`config.mk`:
```
export PLATFORM = sky130hd
export DESIGN_NAME = mem_bus_arbiter
export DESIGN_NICKNAME = d
export VERILOG_FILES = /design/src/rtl/mem_bus_arbiter.sv
export SDC_FILE = /design/constraint.sdc
export NUM_CORES = 1
export LEC_CHECK = 0
export CAP_MARGIN = 20
export CORE_AREA = 2 2 122 124
export CTS_CLUSTER_SIZE = 25
export DETAILED_ROUTE_END_ITERATION = 8
export DIE_AREA = 0 0 124 126
export DONT_BUFFER_PORTS = 1
export PLACE_DENSITY = 0.3
export SETUP_SLACK_MARGIN = 0.1
export SLEW_MARGIN = 10
export SYNTH_ARGS = -nofsm -noshare
export SYNTH_HDL_FRONTEND = slang
export SYNTH_SLANG_ARGS = --single-unit
```
`constraint.sdc`:
```
create_clock -name clk -period 1.6 [get_ports clk]
set_input_delay 0.16 -clock clk [delete_from_list [all_inputs] [get_ports clk]]
set_output_delay 0.16 -clock clk [all_outputs]
set_load 0.05 [all_outputs]
```
`src/rtl/mem_bus_arbiter.sv`:
```
// mem_bus_arbiter
// Shares one memory bus between two requesters: port 0 (instruction fetch)
// and port 1 (load/store). A round-robin grant is registered and held for
// one whole transaction, so downstream only ever sees one requester.
//
// Ports
//   clk, rst                        clock, async active-high reset
//   addr_n, w_data_n, w_sel_n       requester n address / write data / byte enables
//   re_n, we_n                      requester n read / write request (held until done)
//   r_data_n                        read data to requester n (mirror of r_data_m)
//   ready_n, r_data_valid_n         write / read completion to requester n
//   addr_m, w_data_m, w_sel_m       downstream bus
//   re_m, we_m                      downstream strobes
//   r_data_m, ready_m, r_data_valid_m  downstream read data / completions
//   grant                           port currently owning the bus
//   busy                            high while a transaction is granted
//
// state | meaning
// ------+-------------------------------------------------------------
// IDLE  | no owner, downstream bus and all completions driven to 0
// BUSY  | port 'grant' owns the bus, its signals pass straight through

module mem_bus_arbiter #(
   parameter int AddrBusWidth = 32,
   parameter int BusWidth     = 32
) (
   input  logic                    clk,
   input  logic                    rst,

   input  logic [AddrBusWidth-1:0] addr_0,
   input  logic [BusWidth-1:0]     w_data_0,
   input  logic [BusWidth/8-1:0]   w_sel_0,
   input  logic                    re_0,
   input  logic                    we_0,
   output logic [BusWidth-1:0]     r_data_0,
   output logic                    ready_0,
   output logic                    r_data_valid_0,

   input  logic [AddrBusWidth-1:0] addr_1,
   input  logic [BusWidth-1:0]     w_data_1,
   input  logic [BusWidth/8-1:0]   w_sel_1,
   input  logic                    re_1,
   input  logic                    we_1,
   output logic [BusWidth-1:0]     r_data_1,
   output logic                    ready_1,
   output logic                    r_data_valid_1,

   output logic [AddrBusWidth-1:0] addr_m,
   output logic [BusWidth-1:0]     w_data_m,
   output logic [BusWidth/8-1:0]   w_sel_m,
   output logic                    re_m,
   output logic                    we_m,
   input  logic [BusWidth-1:0]     r_data_m,
   input  logic                    ready_m,
   input  logic                    r_data_valid_m,

   output logic                    grant,
   output logic                    busy
);

   typedef enum logic {IDLE, BUSY} state_t;

   state_t state;
   logic   last;

   logic req_0, req_1;
   logic re_g, we_g, req_g, req_other;
   logic done;
   logic next_grant;

   assign req_0 = re_0 | we_0;
   assign req_1 = re_1 | we_1;

   assign re_g      = grant ? re_1 : re_0;
   assign we_g      = grant ? we_1 : we_0;
   assign req_g     = grant ? req_1 : req_0;
   assign req_other = grant ? req_0 : req_1;

   // A withdrawn request (abort) releases the bus exactly like a completion.
   assign done = (re_g & r_data_valid_m) | (we_g & ready_m) | ~req_g;

   // Tie goes to the port that was not granted most recently.
   assign next_grant = (req_0 & req_1) ? ~last : req_1;

   always_ff @(posedge clk or posedge rst) begin
      if (rst) begin
         state <= IDLE;
         grant <= 1'b0;
         last  <= 1'b1;
      end else begin
         case (state)
            IDLE: begin
               if (req_0 | req_1) begin
                  state <= BUSY;
                  grant <= next_grant;
                  last  <= next_grant;
               end
            end
            BUSY: begin
               if (done) begin
                  // The finishing port's request at this edge is stale, so
                  // it is never re-granted directly; only handover or idle.
                  if (req_other) begin
                     grant <= ~grant;
                     last  <= ~grant;
                  end else begin
                     state <= IDLE;
                  end
               end
            end
            default: state <= IDLE;
         endcase
      end
   end

   assign busy     = (state == BUSY);
   assign r_data_0 = r_data_m;
   assign r_data_1 = r_data_m;

   always_comb begin
      addr_m         = '0;
      w_data_m       = '0;
      w_sel_m        = '0;
      re_m           = 1'b0;
      we_m           = 1'b0;
      ready_0        = 1'b0;
      ready_1        = 1'b0;
      r_data_valid_0 = 1'b0;
      r_data_valid_1 = 1'b0;
      if (state == BUSY) begin
         if (grant) begin
            addr_m         = addr_1;
            w_data_m       = w_data_1;
            w_sel_m        = w_sel_1;
            re_m           = re_1;
            we_m           = we_1;
            ready_1        = ready_m & we_1;
            r_data_valid_1 = r_data_valid_m & re_1;
         end else begin
            addr_m         = addr_0;
            w_data_m       = w_data_0;
            w_sel_m        = w_sel_0;
            re_m           = re_0;
            we_m           = we_0;
            ready_0        = ready_m & we_0;
            r_data_valid_0 = r_data_valid_m & re_0;
         end
      end
   end

endmodule

```
* After elaboration in Yosys (flattened, before gate mapping)
Index checks and enable logic that the tools add are counted.
** Word-level totals
- Flip-flop bits (word level) :: 3
- Output and inout bits :: 140
** Cells by class
- Equal/unequal tests :: 3
- Multiplexer cells :: 29
- Bitwise logic cells :: 16
- Reductions and logical operators :: 1
** Operators by type and width (number)
- 32-bit two-way mux :: 4
- 1-bit two-way mux :: 21
- 4-bit two-way mux :: 2
- 1-bit bitwise AND :: 7
- 1-bit OR :: 5
- 2-bit by 1-bit != test with 1-bit output (second input constant) :: 2
- 1-bit NOT :: 4
- 1-bit case mux with 2 select lines :: 2
- 3-bit AND reduction :: 1
- 2-bit != test (second input constant) :: 1

* Longest topological paths before layout
Gate-level depths: netlist of the first run.
- Depth in word-level cells :: 6
- Depth in mapped cells :: 5

* Worst setup path before layout of the first run
OpenSTA, ideal clock, no wires.
- Path type :: register -> output
- From :: register state, in the netlist busy
- To :: output addr_m[0]
- Arrival time :: 1.914 ns
- Required time :: 1.440 ns
- Slack :: -0.474 ns
- Cell stages (with the launch flop) :: 4
- Cells stage by stage :: dfrtp_1 buf_2 clkbuf_1 nor2b_1
** On the way
- Longest elaborated chain between the ends :: 1
** Ends and longest elaborated chain
- start: declaration :: RTL line 63 : state_t state;
- start signal: assignment :: RTL line 87 : state <= IDLE;
- start signal: assignment :: RTL line 94 : state <= BUSY;
- start signal: assignment :: RTL line 107 : state <= IDLE;
- 32-bit two-way mux :: RTL line 130 : if (state == BUSY) begin
- end: declaration :: RTL line 48 : output logic [AddrBusWidth-1:0] addr_m,
No other way between the ends.

* Final worst setup path of the first run
- From :: register grant
- To :: output w_data_m[23]
** On the way
- Longest elaborated chain between the ends :: 2
** Ends and longest elaborated chain
- start: declaration :: RTL line 57 : output logic grant,
- start signal: assignment :: RTL line 95 : grant <= next_grant;
- start signal: assignment :: RTL line 104 : grant <= ~grant;
- 32-bit two-way mux :: RTL line 131 : if (grant) begin
- 32-bit two-way mux :: RTL line 130
- end: declaration :: RTL line 49 : output logic [BusWidth-1:0] w_data_m,
No other way between the ends.

==> impl_metrics.yaml, run 1 <==
finish:
  fin_nets: 441
  final_cell_mix: "buf_12 (79), nor2b_4 (70), mux2i_2 (39), mux2i_1 (28)"
  area_growth_pct: 106
  fillerInstances: 1467
  layout_commonest_cell: "buf_12"
  postLayoutCellArea_um2: 4120
  drive_above_1_share_pct: 80.3
  antenna_cells: 0
sta:
  fin_crit_sh_pct: 105
  slew_headroom_pct: 81.8
  rsz0062_at_grt: "yes"
  hold_slack_ns: 0.137
  tightest_slew_ns: 0.265
  max_freq_mhz: 596
  min_period_ns: 1.68
  tns_ns: -3.19
  slew_viol_final: 0
  finalHoldViolCount: 0
  setup_violations: 72
  finClkSkew_ns: 0.00162
  setup_slack_ns: -0.0779
floorplan:
  initial_utilization_pct: 14.0
  die_area_um2: 15600
  chipWidth_um: 124
  die_height_um: 126
  fp.coreArea_um2: 14300
  pin_count: 316
  rows: 44
clock_network:
  clk_pin_slew_worst_paths_ns: 0.03
  clock_latency_ns: 0.23
  cts_max_path_buffers: 2
  cts_buffers: 3
  cts-root-buf: "clkbuf_16"
  cts_tree: "done"
  htree_levels: 1
  clock-sinks: 3
synthesis:
  syn-mean-instance-area_um2: 7.80
  synth_compound_area_share_pct: 4.95
  yosys_warnings: 0
  synthSimpleGateAreaFrac_pct: 26.1
  synthCells: 256
  syn_nets: 432
  synth.area.mux_share_pct: 35.1
  synth_xor_xnor_area_share_pct: 0
  synth_top_family_by_area: "multiplexers"
  yosysSeqAreaShare_pct: 3.82
  ys_ff_latch: 3
  syn-cell-area_um2: 2000
  synth.distinct_cells: 29
  synth-adder-area-share_pct: 0
route:
  drc: 0
  first_iter_violations: 32
  ant_nets: 0
  firstDrtPassIters: 2
  routed_via_density: 3.92
  wl_per_cell_um: 14.7
  wirelength_mm: 6.59
  vias: 1755
global_route:
  met1_usage_pct: 7.32
  grt_pass1_wl_mm: 9.58
  antenna_found_initial: 0
  grtUsageMet3_pct: 3.40
  grt_usage_pct: 7.74
  grtUsageMet2_pct: 14.5
  overflow: 0
  globalRoute.busiestLayer: "met2"
  first_global_vias: 1952
  grt_max_degree: 39
place:
  placement.io_buffers: 0
  place_hpwl_mm: 5.48
  dp_slack_ns: 0.157
  gp_congestion: 0.736
  placedInstanceArea_um2: 3780
setup_path:
  critPathTopFamily: "flip-flops"
  path_buf_inv: 2
  arrival_ns: 1.52
  worstSetupPathType: "flip-flop to output pin"
  required_ns: 1.44
  rrSetupSlack_ns: 0.17
  worstPathCellList: "buf_12 > mux2i_1 > nor2b_4 > buf_12"
  end_kind: "output pin"
  worstPathMaxFanout: 32
  cpMostUsedCell: "buf_12"
  reg2reg_depth: 5
  cp_slowest_cell: "dfrtp_4"
  rr_endpoint: "last"
  r2r_start: "grant"
  max_stage_delay_ns: 0.45
  worstSetupStartpointType: "flip-flop"
run_status:
  violations: "setup timing"
  status: "finished with violations"
min_path:
  holdPathStages: 2
  min_to: "grant"
  min_path_type: "input port to flip-flop"
  min_from: "we_1"
pwr:
  ir_drop_v: 0.000608
  power_leakage_uw: 0.00203
  p_per_area_nw_per_um2: 1810
  total_power_uw: 7450
flow_run:
  maxCapViolCount: 0
[worst register-to-register path: stages (launching register included)]
cell and delay, ns:
dfrtp_4 0.50, buf_4 0.17, buf_8 0.14, nand2b_4 0.18, and3_1 0.19, a2bb2oi_1 0.17
[through the flow]
stage,cells,utilization (%)
3_5_place_dp,441,26.4
5_1_grt,448,28.8
6_report,448,28.8
2_1_floorplan,256,-
3_3_place_gp,441,26.4
4_1_cts,447,28.2
[report_power, final]
group	leakage [uW]	internal (uW)	switching [uW]	total (uW)
logic	0.00196	3430	3430	6870
registers	0.0000307	122	60.8	183
clock network	0.0000382	329	75.3	405
total	0.00203	3890	3570	7450
[synthesized netlist by cell type, drive strengths merged]
cell type | number | share of area, %
a2bb2oi | 1 | 0.44
mux2i | 70 | 35
a21boi | 1 | 0.38
o21ai | 1 | 0.25
nor2b | 70 | 22
dfrtp | 2 | 2.5
o2111ai | 1 | 0.44
o21a | 1 | 0.38
nor3b | 1 | 0.38
nand2 | 5 | 0.94
a22oi | 1 | 0.38
or2 | 2 | 0.63
clkbuf | 7 | 1.3
o221ai | 1 | 0.44
o32ai | 2 | 1.3
a31oi | 1 | 0.31
nor2 | 5 | 0.94
nor3 | 1 | 0.25
nand2b | 1 | 0.31
dfstp | 1 | 1.3
and3 | 1 | 0.31
inv | 3 | 0.56
a21oi | 1 | 0.25
o2bb2ai | 1 | 0.44
and3b | 1 | 0.44
buf | 74 | 28
[registers in the layout (all words and copies together) (netlist names)]
register / flops
last: 1
grant: 1
busy: 1
[repair_timing]
item | in CTS | in global routing
gates resized for setup | 40 | 18
setup buffers | 1 | 1
endpoints found under the setup margin | 74 | 75
pin swaps | 2 | 1
hold buffers | 1 | 0
hold endpoints to repair | 3 | 0
[logic make-up after synthesis]
group | count (synthesis)
AOI/OAI and AO/OA | 12
DFF | 3
and+or+nand+nor | 87
muxes | 70
buffers and inverters | 84
[metal layers]
metal | share of wire [%] | vias up
met4 | 2.0 | 0
li1 | - | 802
met3 | 13 | 24
met2 | 53 | 147
met1 | 32 | 782
met5 | 0 | -
[cell type report]
type / instances / area [um^2] / share of cell area (%)
multi-input combinational: 169 / 2080 / 50.5
timing repair buffer: 85 / 1640 / 39.7
tap: 184 / 230 / 5.59
sequential: 3 / 83.8 / 2.03
clock buffer: 4 / 78.8 / 1.91
inverter: 3 / 11.3 / 0.273
[worst max-delay path by stage]
stage | from | to | slack [ns] | depth (start not counted)
global route | grant | w_data_m[23] | -0.13 | 4
CTS | grant | w_data_m[23] | -0.07 | 4
global placement | grant | w_data_m[23] | 0.13 | 4
floorplan | grant | addr_m[0] | 0.05 | 5
detailed placement | grant | w_data_m[11] | 0.16 | 4
finish | grant | w_data_m[23] | -0.08 | 4
Power figures use the tool's default switching activity.
==> run 2, diff against run 1 <==
Clock period 1.6 ns to 1.7 ns, I/O delays scaled along.
==> impl_metrics.yaml, run 2 (synthesis results as in run 1) <==
run_status:
  status: "finished with violations"
  violations: "setup timing"
sta:
  rsz0062_at_grt: "yes"
  fin_crit_sh_pct: 101
  max_freq_mhz: 584
  tightest_slew_ns: 0.289
  slew_viol_final: 0
  setup_violations: 1
  slew_headroom_pct: 80.6
  min_period_ns: 1.71
  setup_slack_ns: -0.0130
  finClkSkew_ns: 0.00261
  finalHoldViolCount: 0
floorplan:
  chipWidth_um: 124
  die_area_um2: 15600
  die_height_um: 126
  pin_count: 316
  rows: 44
  initial_utilization_pct: 14.0
  fp.coreArea_um2: 14300
clock_network:
  cts_max_path_buffers: 2
  clock-sinks: 3
  cts-root-buf: "clkbuf_16"
  cts_buffers: 3
  cts_tree: "done"
  htree_levels: 1
  clock_latency_ns: 0.22
  clk_pin_slew_worst_paths_ns: 0.03
route:
  drc: 0
  vias: 1797
  wirelength_mm: 7.72
  routed_via_density: 3.96
  ant_nets: 0
  wl_per_cell_um: 17.0
  firstDrtPassIters: 4
  first_iter_violations: 44
setup_path:
  cp_slowest_cell: "dfrtp_4"
  end_kind: "output pin"
  worstSetupStartpointType: "flip-flop"
  max_stage_delay_ns: 0.50
  worstPathCellList: "buf_4 > clkbuf_16 > mux2i_4 > nor2b_4 > buf_12"
  worstPathMaxFanout: 6
  required_ns: 1.53
  arrival_ns: 1.54
  worstSetupPathType: "flip-flop to output pin"
place:
  gp_congestion: 0.697
  dp_slack_ns: 0.207
  place_hpwl_mm: 5.43
  placedInstanceArea_um2: 3640
  placement.io_buffers: 0
finish:
  antenna_cells: 0
  postLayoutCellArea_um2: 4180
  fin_nets: 447
  final_cell_mix: "buf_12 (78), nor2b_4 (50), mux2i_2 (41), mux2i_1 (21), nor2b_2 (20)"
  drive_above_1_share_pct: 81.5
  layout_commonest_cell: "buf_12"
  fillerInstances: 1456
  area_growth_pct: 109
pwr:
  power_leakage_uw: 0.00194
  p_per_area_nw_per_um2: 1720
  ir_drop_v: 0.000626
global_route:
  first_global_vias: 1902
  grt_usage_pct: 7.70
  grt_pass1_wl_mm: 9.47
  antenna_found_initial: 0
  grt_max_degree: 44
  overflow: 0
min_path:
  min_path_type: "input port to flip-flop"
flow_run:
  maxCapViolCount: 0
## run 2: cell types whose count changed in the layout (fill, tap and decap cells not counted), moves of 2 or more
cell / before / now
nor2_4: 4 / 2
nor2b_2: 0 / 20
mux2i_1: 28 / 21
nor2b_4: 70 / 50
buf_6: 0 / 3
nor2_1: 1 / 3
mux2i_2: 39 / 41
mux2i_4: 3 / 8
clkbuf_16: 3 / 7
## run 2: through the flow
step           hold WS [ns]  utilization, %  total power (uW)  std cells  setup TNS, ns
2_1_floorplan       -0.0770               -              4120        256              0
3_3_place_gp        -0.0391            25.4              6200        440              0
3_5_place_dp        -0.0463            25.4              6220        440              0
4_1_cts               0.170            26.5              6680        445         -0.204
5_1_grt               0.168            29.2              7470        454         -0.872
6_report              0.183            29.2              7190        454        -0.0130
## run 2: cell type report
class | instances | area [um^2] | area share [%]
sequential | 3 | 81.3 | 1.95
inverter | 3 | 11.3 | 0.269
multi-input combinational | 169 | 2020 | 48.2
clock buffer | 4 | 78.8 | 1.89
tap | 184 | 230 | 5.51
timing repair buffer | 91 | 1760 | 42.2
## run 2: worst max-delay path, delay by kind of cell, from the launching register on
family                 cells  cell delay [ns]
buffers and inverters      3             0.49
DFF                        1             0.50
muxes                      1             0.19
and+or+nand+nor            1             0.13
## run 2: final timing paths
| check | slack, ns | to | startpoint | cells past startpoint |
|---|---|---|---|---|
| max in group asynchronous | 1.19 | last | rst | 2 |
| min in group asynchronous | 0.28 | busy | rst | 2 |
| hold / removal | 0.18 | grant | we_1 | 2 |
| setup / recovery | -0.01 | addr_m[7] | grant | 5 |
| hold reg to reg | 0.51 | last | last | 1 |
| setup reg to reg | 0.23 | busy | grant | 4 |
## run 2: metal layers
metal	vias to the layer above	share of wire, %	routed length [um]	global-route usage, %
met2	136	55	4230	15.0
met1	820	32	2450	6.98
met4	0	2.6	200	3.04
li1	818	-	-	-
met5	-	0	0	0
met3	23	11	843	2.94
## run 2: repair_timing
action / 4_1_cts / 5_1_grt
hold endpoints to repair: 3 / 0
setup buffers: 0 / 2
hold buffers: 1 / 0
cloned: 0 / 7
gates resized for setup: 14 / 51
setup endpoints to repair: 50 / 74
## run 2: power breakdown
part	leakage (uW)	internal, uW	switching [uW]
Sequential	0.0000303	112	36.8
Combinational	0.00188	3350	3310
Clock	0.0000382	309	63.0
